<file path="src/rtl/mc_ctrl_pkg.sv">
// Shared encodings for the multi-cycle datapath controller.
package mc_ctrl_pkg;

   localparam int unsigned STATE_W = 4;
   localparam int unsigned OP_W    = 6;
   localparam int unsigned CNT_W   = 32;

   typedef enum logic [STATE_W-1:0] {
      S_IDLE     = 4'd0,
      S_FETCH    = 4'd1,
      S_DECODE   = 4'd2,
      S_EXEC_R   = 4'd3,
      S_EXEC_I   = 4'd4,
      S_MEM_ADDR = 4'd5,
      S_MEM_RD   = 4'd6,
      S_MEM_WR   = 4'd7,
      S_WB_ALU   = 4'd8,
      S_WB_MEM   = 4'd9,
      S_BRANCH   = 4'd10,
      S_JUMP     = 4'd11
   } state_t;

   // Instruction classes produced by the decoder
   typedef enum logic [3:0] {
      I_ILL, I_ADDU, I_SUBU, I_JR, I_ORI, I_LUI,
      I_LW, I_SW, I_BEQ, I_J, I_JAL
   } iclass_t;

   localparam logic [OP_W-1:0] OP_RTYPE = 6'h00;
   localparam logic [OP_W-1:0] OP_J     = 6'h02;
   localparam logic [OP_W-1:0] OP_JAL   = 6'h03;
   localparam logic [OP_W-1:0] OP_BEQ   = 6'h04;
   localparam logic [OP_W-1:0] OP_ORI   = 6'h0d;
   localparam logic [OP_W-1:0] OP_LUI   = 6'h0f;
   localparam logic [OP_W-1:0] OP_LW    = 6'h23;
   localparam logic [OP_W-1:0] OP_SW    = 6'h2b;

   localparam logic [OP_W-1:0] FN_JR    = 6'h08;
   localparam logic [OP_W-1:0] FN_ADDU  = 6'h21;
   localparam logic [OP_W-1:0] FN_SUBU  = 6'h23;

   localparam logic [1:0] SRC_RT  = 2'd0;
   localparam logic [1:0] SRC_IMM = 2'd2;

   localparam logic [1:0] ALU_ADD = 2'd0;
   localparam logic [1:0] ALU_SUB = 2'd1;
   localparam logic [1:0] ALU_OR  = 2'd2;
   localparam logic [1:0] ALU_LUI = 2'd3;

   localparam logic [1:0] RD_RT  = 2'd0;
   localparam logic [1:0] RD_RD  = 2'd1;
   localparam logic [1:0] RD_R31 = 2'd2;

   localparam logic [1:0] M2R_ALU = 2'd0;
   localparam logic [1:0] M2R_MEM = 2'd1;
   localparam logic [1:0] M2R_PC  = 2'd2;

   localparam logic [1:0] PC_SEQ = 2'd0;
   localparam logic [1:0] PC_BR  = 2'd1;
   localparam logic [1:0] PC_JMP = 2'd2;
   localparam logic [1:0] PC_RS  = 2'd3;

endpackage

</file>
<file path="src/rtl/mc_decode.sv">
// Opcode/funct classification into instruction classes.
module mc_decode
   import mc_ctrl_pkg::*;
(
   input  logic [OP_W-1:0] instr_code,
   input  logic [OP_W-1:0] funct,
   output iclass_t         iclass
);

   // Map opcode (and funct for R-type) to a class; anything else is illegal
   always_comb begin
      iclass = I_ILL;
      case (instr_code)
         OP_RTYPE: begin
            case (funct)
               FN_ADDU: iclass = I_ADDU;
               FN_SUBU: iclass = I_SUBU;
               FN_JR:   iclass = I_JR;
               default: iclass = I_ILL;
            endcase
         end
         OP_ORI:  iclass = I_ORI;
         OP_LUI:  iclass = I_LUI;
         OP_LW:   iclass = I_LW;
         OP_SW:   iclass = I_SW;
         OP_BEQ:  iclass = I_BEQ;
         OP_J:    iclass = I_J;
         OP_JAL:  iclass = I_JAL;
         default: iclass = I_ILL;
      endcase
   end

endmodule

</file>
<file path="src/rtl/mc_ctrl.sv">
// Moore FSM sequencing the multi-cycle datapath, plus retired-instruction counter.
module mc_ctrl
   import mc_ctrl_pkg::*;
(
   input  logic               clk,
   input  logic               reset,
   input  logic [OP_W-1:0]    instr_code,
   input  logic [OP_W-1:0]    funct,
   input  logic               mem_ready,
   input  logic               alu_zero,
   output logic               pc_we,
   output logic               ir_we,
   output logic               reg_we,
   output logic               mem_re,
   output logic               mem_we,
   output logic               ext_op,
   output logic               retire,
   output logic               illegal,
   output logic [1:0]         alu_src_b,
   output logic [1:0]         alu_op,
   output logic [1:0]         reg_dst,
   output logic [1:0]         mem_to_reg,
   output logic [1:0]         pc_src,
   output logic [STATE_W-1:0] state,
   output logic [CNT_W-1:0]   instr_count
);

   state_t  cur, nxt;
   iclass_t iclass;

   mc_decode u_decode (
      .instr_code (instr_code),
      .funct      (funct),
      .iclass     (iclass)
   );

   assign state = STATE_W'(cur);

   // State register; reset drops straight to IDLE, abandoning any access
   always_ff @(posedge clk or negedge reset) begin
      if (!reset) cur <= S_IDLE;
      else        cur <= nxt;
   end

   // Retired-instruction counter, wraps naturally
   always_ff @(posedge clk or negedge reset) begin
      if (!reset)      instr_count <= '0;
      else if (retire) instr_count <= instr_count + CNT_W'(1);
   end

   // Next state and per-state datapath controls
   always_comb begin
      nxt        = cur;
      pc_we      = 1'b0;
      ir_we      = 1'b0;
      reg_we     = 1'b0;
      mem_re     = 1'b0;
      mem_we     = 1'b0;
      ext_op     = 1'b0;
      retire     = 1'b0;
      illegal    = 1'b0;
      alu_src_b  = SRC_RT;
      alu_op     = ALU_ADD;
      reg_dst    = RD_RT;
      mem_to_reg = M2R_ALU;
      pc_src     = PC_SEQ;
      case (cur)
         S_IDLE: nxt = S_FETCH;
         S_FETCH: begin
            mem_re = 1'b1;
            if (mem_ready) begin
               ir_we = 1'b1;
               pc_we = 1'b1;
               nxt   = S_DECODE;
            end
         end
         S_DECODE: begin
            case (iclass)
               I_ADDU, I_SUBU:    nxt = S_EXEC_R;
               I_JR, I_J, I_JAL:  nxt = S_JUMP;
               I_ORI, I_LUI:      nxt = S_EXEC_I;
               I_LW, I_SW:        nxt = S_MEM_ADDR;
               I_BEQ:             nxt = S_BRANCH;
               default: begin
                  illegal = 1'b1;
                  nxt     = S_FETCH;
               end
            endcase
         end
         S_EXEC_R: begin
            alu_op = (iclass == I_SUBU) ? ALU_SUB : ALU_ADD;
            nxt    = S_WB_ALU;
         end
         S_EXEC_I: begin
            alu_src_b = SRC_IMM;
            alu_op    = (iclass == I_LUI) ? ALU_LUI : ALU_OR;
            nxt       = S_WB_ALU;
         end
         S_MEM_ADDR: begin
            alu_src_b = SRC_IMM;
            ext_op    = 1'b1;
            nxt       = (iclass == I_LW) ? S_MEM_RD : S_MEM_WR;
         end
         S_MEM_RD: begin
            mem_re = 1'b1;
            if (mem_ready) nxt = S_WB_MEM;
         end
         S_MEM_WR: begin
            mem_we = 1'b1;
            if (mem_ready) begin
               retire = 1'b1;
               nxt    = S_FETCH;
            end
         end
         S_WB_ALU: begin
            reg_we  = 1'b1;
            reg_dst = (iclass == I_ADDU || iclass == I_SUBU) ? RD_RD : RD_RT;
            retire  = 1'b1;
            nxt     = S_FETCH;
         end
         S_WB_MEM: begin
            reg_we     = 1'b1;
            mem_to_reg = M2R_MEM;
            retire     = 1'b1;
            nxt        = S_FETCH;
         end
         S_BRANCH: begin
            alu_op = ALU_SUB;
            pc_src = PC_BR;
            pc_we  = alu_zero;
            retire = 1'b1;
            nxt    = S_FETCH;
         end
         S_JUMP: begin
            pc_we  = 1'b1;
            pc_src = (iclass == I_JR) ? PC_RS : PC_JMP;
            if (iclass == I_JAL) begin
               reg_we     = 1'b1;
               reg_dst    = RD_R31;
               mem_to_reg = M2R_PC;
            end
            retire = 1'b1;
            nxt    = S_FETCH;
         end
         default: nxt = S_IDLE;
      endcase
   end

endmodule
</file>
<file path="config.mk">
export PLATFORM = sky130hd
export DESIGN_NAME = mc_ctrl
export DESIGN_NICKNAME = d
export VERILOG_FILES = /design/src/rtl/mc_ctrl_pkg.sv /design/src/rtl/mc_decode.sv /design/src/rtl/mc_ctrl.sv
export SDC_FILE = /design/constraint.sdc
export NUM_CORES = 1
export LEC_CHECK = 0
export BUFFER_PORTS_ARGS = -buffer_cell sky130_fd_sc_hd__buf_2
export CAP_MARGIN = 10
export CORE_MARGIN = 4
export CORE_UTILIZATION = 50
export CTS_CLUSTER_DIAMETER = 30
export DETAILED_ROUTE_END_ITERATION = 10
export GPL_TIMING_DRIVEN = 0
export MAX_ROUTING_LAYER = met4
export PLACE_DENSITY_LB_ADDON = 0.15
export SLEW_MARGIN = 10
export SYNTH_ARGS = -nofsm -noshare
export SYNTH_HDL_FRONTEND = slang
export SYNTH_SLANG_ARGS = --single-unit
</file>
<file path="constraint.sdc">
create_clock -name clk -period 2.6 [get_ports clk]
set_clock_uncertainty 0.15 [all_clocks]
set_input_delay 0.13 -clock clk [delete_from_list [all_inputs] [get_ports clk]]
set_output_delay 0.13 -clock clk [all_outputs]
set_load 0.05 [all_outputs]
</file>
-- Yosys cells after proc, flatten, opt, wreduce, memory -nomap -nowiden
Index checks and enable logic that the tools add are counted.
- logic and storage cells: 81
- output and inout bits: 54
- register bits after elaboration: 36
- input port bits: 16
- eq/ne operators: 34
- mux-type cells: 29
- reductions and logical operators: 15
- add/subtract/negate cells: 1
- operator list (operator ; count):
    adder 32 x 1 -> 32 bit (second input constant) ; 1
    equality test 4 x 3 -> 1 bit (second input constant) ; 8
    case mux 4 bit (8 select lines) ; 1
    equality test 4 bit (second input constant) ; 7
    case mux 4 bit (7 select lines) ; 1
    equality test 6 bit (second input constant) ; 4
    case mux 4 bit (5 select lines) ; 1
    equality test 6 x 4 -> 1 bit (second input constant) ; 3
    equality test 4 x 2 -> 1 bit (second input constant) ; 4
    OR reduction 2 bit ; 7
    two-way mux 1 bit ; 13
    equality test 6 x 2 -> 1 bit (second input constant) ; 2
    two-way mux 4 bit ; 3
    case mux 2 bit (2 select lines) ; 3
    case mux 2 bit (3 select lines) ; 2
    OR reduction 10 bit ; 1
    equality test 4 x 1 -> 1 bit (second input constant) ; 2
    equality test 6 x 3 -> 1 bit (second input constant) ; 1
    zero test 6 bit ; 1
    != test 2 bit (second input constant) ; 3
    OR reduction 5 bit ; 1
    zero test 4 bit ; 1
    two-way mux 2 bit ; 2
    case mux 1 bit (2 select lines) ; 2
    other kinds (5) ; 5

-- Logic depth before layout (Yosys ltp)
- word-level depth: 7
- gate-level depth with buffers: 7
- mapped depth without buffers: 6

-- Hierarchy
Synthesis repeated with hierarchy kept, for this count alone.
- cell total of the unflattened synthesis: 246
- area, all modules: 2257.2 um^2
- by module, submodules not included (module ; instances ; cells an instance ; area an instance (um^2)):
    mc_ctrl ; 1 ; 221 ; 2089.5
    mc_decode ; 1 ; 25 ; 167.7

-- Worst setup path before layout
Ideal clock, no wire load.
- path type: flip-flop to output port
- start: register cur[3], in the netlist state[3]
- end: output port alu_op[0]
- path buffers: 1
- stages on the path, launching flop included: 7
- setup slack: -0.690 ns
- data arrival time: 3.010 ns
- path through: dfrtp_1 clkbuf_1 nand2b_1 nor3_1 nand2b_1 o31a_1 o21ai_1
- longest elaborated chain between the ends: 2
- elaborated cells on any way between the ends: 4
- ends and longest elaborated chain (item ; line ; text):
    start: declaration ; mc_ctrl.sv:28 ; state_t cur, nxt;
    start signal: assignment ; mc_ctrl.sv:42 ; else cur <= nxt;
    equality test 4 bit, or another cell as far along ; mc_ctrl.sv:67 ; case (cur)
    case mux 2 bit (3 select lines) (*) ; mc_ctrl.sv:67 ;
    end: declaration ; mc_ctrl.sv:20 ; output logic [1:0] alu_op,
Every way passes the cells marked *; elsewhere a longest branch is shown, timed or not.

-- Worst setup path in the final report
Same ends and word-level chain as after synthesis.

==> metrics.yaml <==
outcome:
  outcome: "completed"
drt:
  drcViolationCount: 0
  final_antenna_net_count: 0
  num_vias: 2195
  dr.pass1.iters: 7
  finalWirelength_um: 5590
  via_per_inst: 5.70
  drt_iter0_markers: 109
  wl_per_cell_um: 14.5
power_and_ir_drop:
  combinationalPowerShare_pct: 43.2
  ir_worst_vdd_mv: 0.348
  power.leakage_uw: 0.00145
  power_density_mw_per_mm2: 664
  power_frac_seq_pct: 35.2
  switching_share_pct: 46.1
  internal-power_uw: 1020
  p_switching_uw: 876
  finalPower_uw: 1900
  p_clk_share_pct: 21.5
sta:
  max_freq_mhz: 419
  min_period_over_period_pct: 91.9
  finalWorstSetupSlack_ns: 0.211
  fin_tns_setup_ns: 0
  timing.final.crit_period_ns: 2.39
  tightest_slew_ns: 0.796
  slew_headroom_pct: 46.9
  hold_viol_final: 0
  setup_viol: 0
  rsz0062_at_grt: "false"
  finalMaxSlewViolations: 0
worst_setup_path:
  critPathMaxFanout: 10
  crit_path_end: "alu_op[0]"
  r2r_start: "instr_count[0]$_DFFE_PN0P_"
  critPathKind: "flop to output port"
  cp-startpoint: "state[3]$_DFFE_PN0P_"
  arrival_ns: 2.11
  critPathCaptureType: "output port"
  r2r_end: "instr_count[20]$_DFFE_PN0P_"
  startpoint_type: "flop"
  worstPathRequired_ns: 2.32
  reg2regPathDepth: 6
  r2r_slack_ns: 0.48
floorplan:
  die_y_um: 76.4
  fp.dieW_um: 76.4
  io_pins: 70
  rows: 24
  core_area_mm2: 0.00444
  dieArea_mm2: 0.00583
  initial_core_util_pct: 52.6
synthesis:
  synth_nets: 274
  synth_cell_types: 50
  synth_area_leaders: "dfrtp_1 39%, xnor2_1 8.2%, nand2_1 3.9%, nand4_1 3.5%, nand3_1 3.4%"
  yosysWarnings: 0
  synth-seq-area-share_pct: 38.6
  synth_edf_count: 0
  synthArstFlopShare_pct: 100
  synth_top_cell_by_area: "dfrtp_1"
  synthCells: 257
  synth_area_mm2: 0.00234
  synth_common_cells: "36 x dfrtp_1, 24 x nand2_1, 22 x xnor2_1, 21 x nor2_1, 16 x nand3_1"
  syn_area_per_cell_um2: 9.09
  synth.most_common_cell: "dfrtp_1"
  netlist.area_leader.share_pct: 38.6
  synth-seq-cells: 36
  ys.flop_type: "dfrtp_1"
cells_and_area:
  antennaDiodeCount: 0
  fin_cells: 385
  syn_to_final_growth_pct: 22.5
  nFillCells: 399
  nets: 349
  drive_gt1_share_pct: 29.1
  fin_area_mm2: 0.00286
clock_tree:
  insertion_delay_ns: 0.29
  numCtsBuffers: 5
  tritoncts: "done"
  clkTransAtPathRegs_ns: 0.07
  cts_buffer_depth: 2
  htreeDepth: 2
  clkSinkCount: 36
  cts-root-buf: "clkbuf_8"
global_routing:
  grt_overflow: 0
  antenna_found_initial: 0
  grt_pass1_wl_um: 9690
  grt_max_degree: 37
  grt_pass1_vias: 2094
  grt_use_total_pct: 20.2
job:
  maxCapViolCount: 0
place:
  dp_hpwl_um: 4270
  place_congestion: 0.873
  dpl_cell_area_mm2: 0.00276
  placed_cells: 376
  io_buffers: 67
  dp_slack_ns: 0.468
min_path:
  hp-class: "input port to flop"
-- cell families (layout without fill, tap and decap cells) --
| family | Yosys count | after routing | share of synthesized area, % |
|---|---|---|---|
| AOI/OAI and AO/OA | 37 | 37 | 11.8 |
| xor gates and xnor gates | 31 | 31 | 11.6 |
| adders and majority gates | 1 | 1 | 0.536 |
| buffers and inverters | 19 | 95 | 4.07 |
| DFF | 36 | 36 | 38.6 |
| other | 1 | 1 | 0.161 |
| and+or+nand+nor | 132 | 132 | 33.3 |
-- layer usage --
layer	GRT usage, %	vias to the layer above	share of wire (%)
met2	31.0	81	46
met1	27.7	1029	46
met5	-	-	0
met4	3.44	0	0.34
li1	-	1081	-
met3	4.73	4	7.4
-- flip-flops by register name (all words and copies together) (netlist names) --
name and count:
state 4, instr_count 32
-- how the worst min path moves through the flow --
stage	slack [ns]	start	end	depth (start not counted)
4_1_cts	0.15	mem_ready	state[0]$_DFFE_PN0P_	4
2_1_floorplan	-0.32	reset	instr_count[0]$_DFFE_PN0P_	0
3_5_place_dp	0.11	reset	instr_count[3]$_DFFE_PN0P_	1
3_3_place_gp	0.10	reset	instr_count[3]$_DFFE_PN0P_	1
5_1_grt	0.18	funct[4]	state[1]$_DFFE_PN0P_	4
6_report	0.17	mem_ready	state[0]$_DFFE_PN0P_	4
-- per-stage QoR --
stage | utilization (%) | hold WS (ns)
floorplan | - | -0.316
global placement | 62.0 | 0.103
detailed placement | 62.0 | 0.108
CTS | 64.4 | 0.150
global route | 64.4 | 0.184
finish | 64.4 | 0.166
-- critical path, cell delays in order (launching register included) --
cell and delay (ns):
dfrtp_1 0.42, clkbuf_1 0.24, nand2b_1 0.28, nor3_2 0.18, nand2b_1 0.08, o31a_1 0.23, o21ai_1 0.10, buf_2 0.29
-- cells in the final DEF (no fill, tap or decap), types with 2 or more instances in the layout --
master    synthesis  final
buf_2             5     72
and4b_1           3      3
nor2_1           21     20
clkbuf_1          5      6
o31a_1            2      2
nor2b_1           4      4
dfrtp_1          36     36
and3_1            9      9
clkbuf_8          0      6
nand2_1          24     24
nand3_1          16     16
nand2b_1          3      3
nor4_2            2      3
and3b_1           3      3
a21oi_1           7      7
nor4_1            3      2
o21ai_1           3      3
o21ai_0          11     11
buf_4             2      2
nor3_1           11     10
inv_1             4      4
xnor2_1          22     22
xor2_1            9      9
and2_1            4      4
and2b_1           2      2
and4_1            8      7
nand4_1          13     13
-- layout make-up --
type	instances	area, um^2	area share [%]
buffer	14	73.8	2.58
clock buffer	7	86.3	3.02
clock inverter	1	7.51	0.262
inverter	5	21.3	0.743
multi-input combinational	202	1360	47.6
sequential	36	901	31.5
tap	52	65.1	2.27
timing repair buffer	68	345	12.1
-- what timing repair did --
item | CTS | global route
hold buffers | 1 | 0
resized for setup | 0 | 0
endpoints found under the hold margin | 36 | 0
setup buffers | 0 | 0
-- power by group through the flow --
stage / Combinational, uW / Sequential [uW] / Clock (uW)
2_1_floorplan: 473 / 822 / 0
3_3_place_gp: 806 / 674 / 0
3_5_place_dp: 816 / 679 / 0
4_1_cts: 820 / 669 / 418
5_1_grt: 881 / 676 / 449
6_report: 821 / 669 / 409
Note: power is estimated with default switching activity, not from simulation.
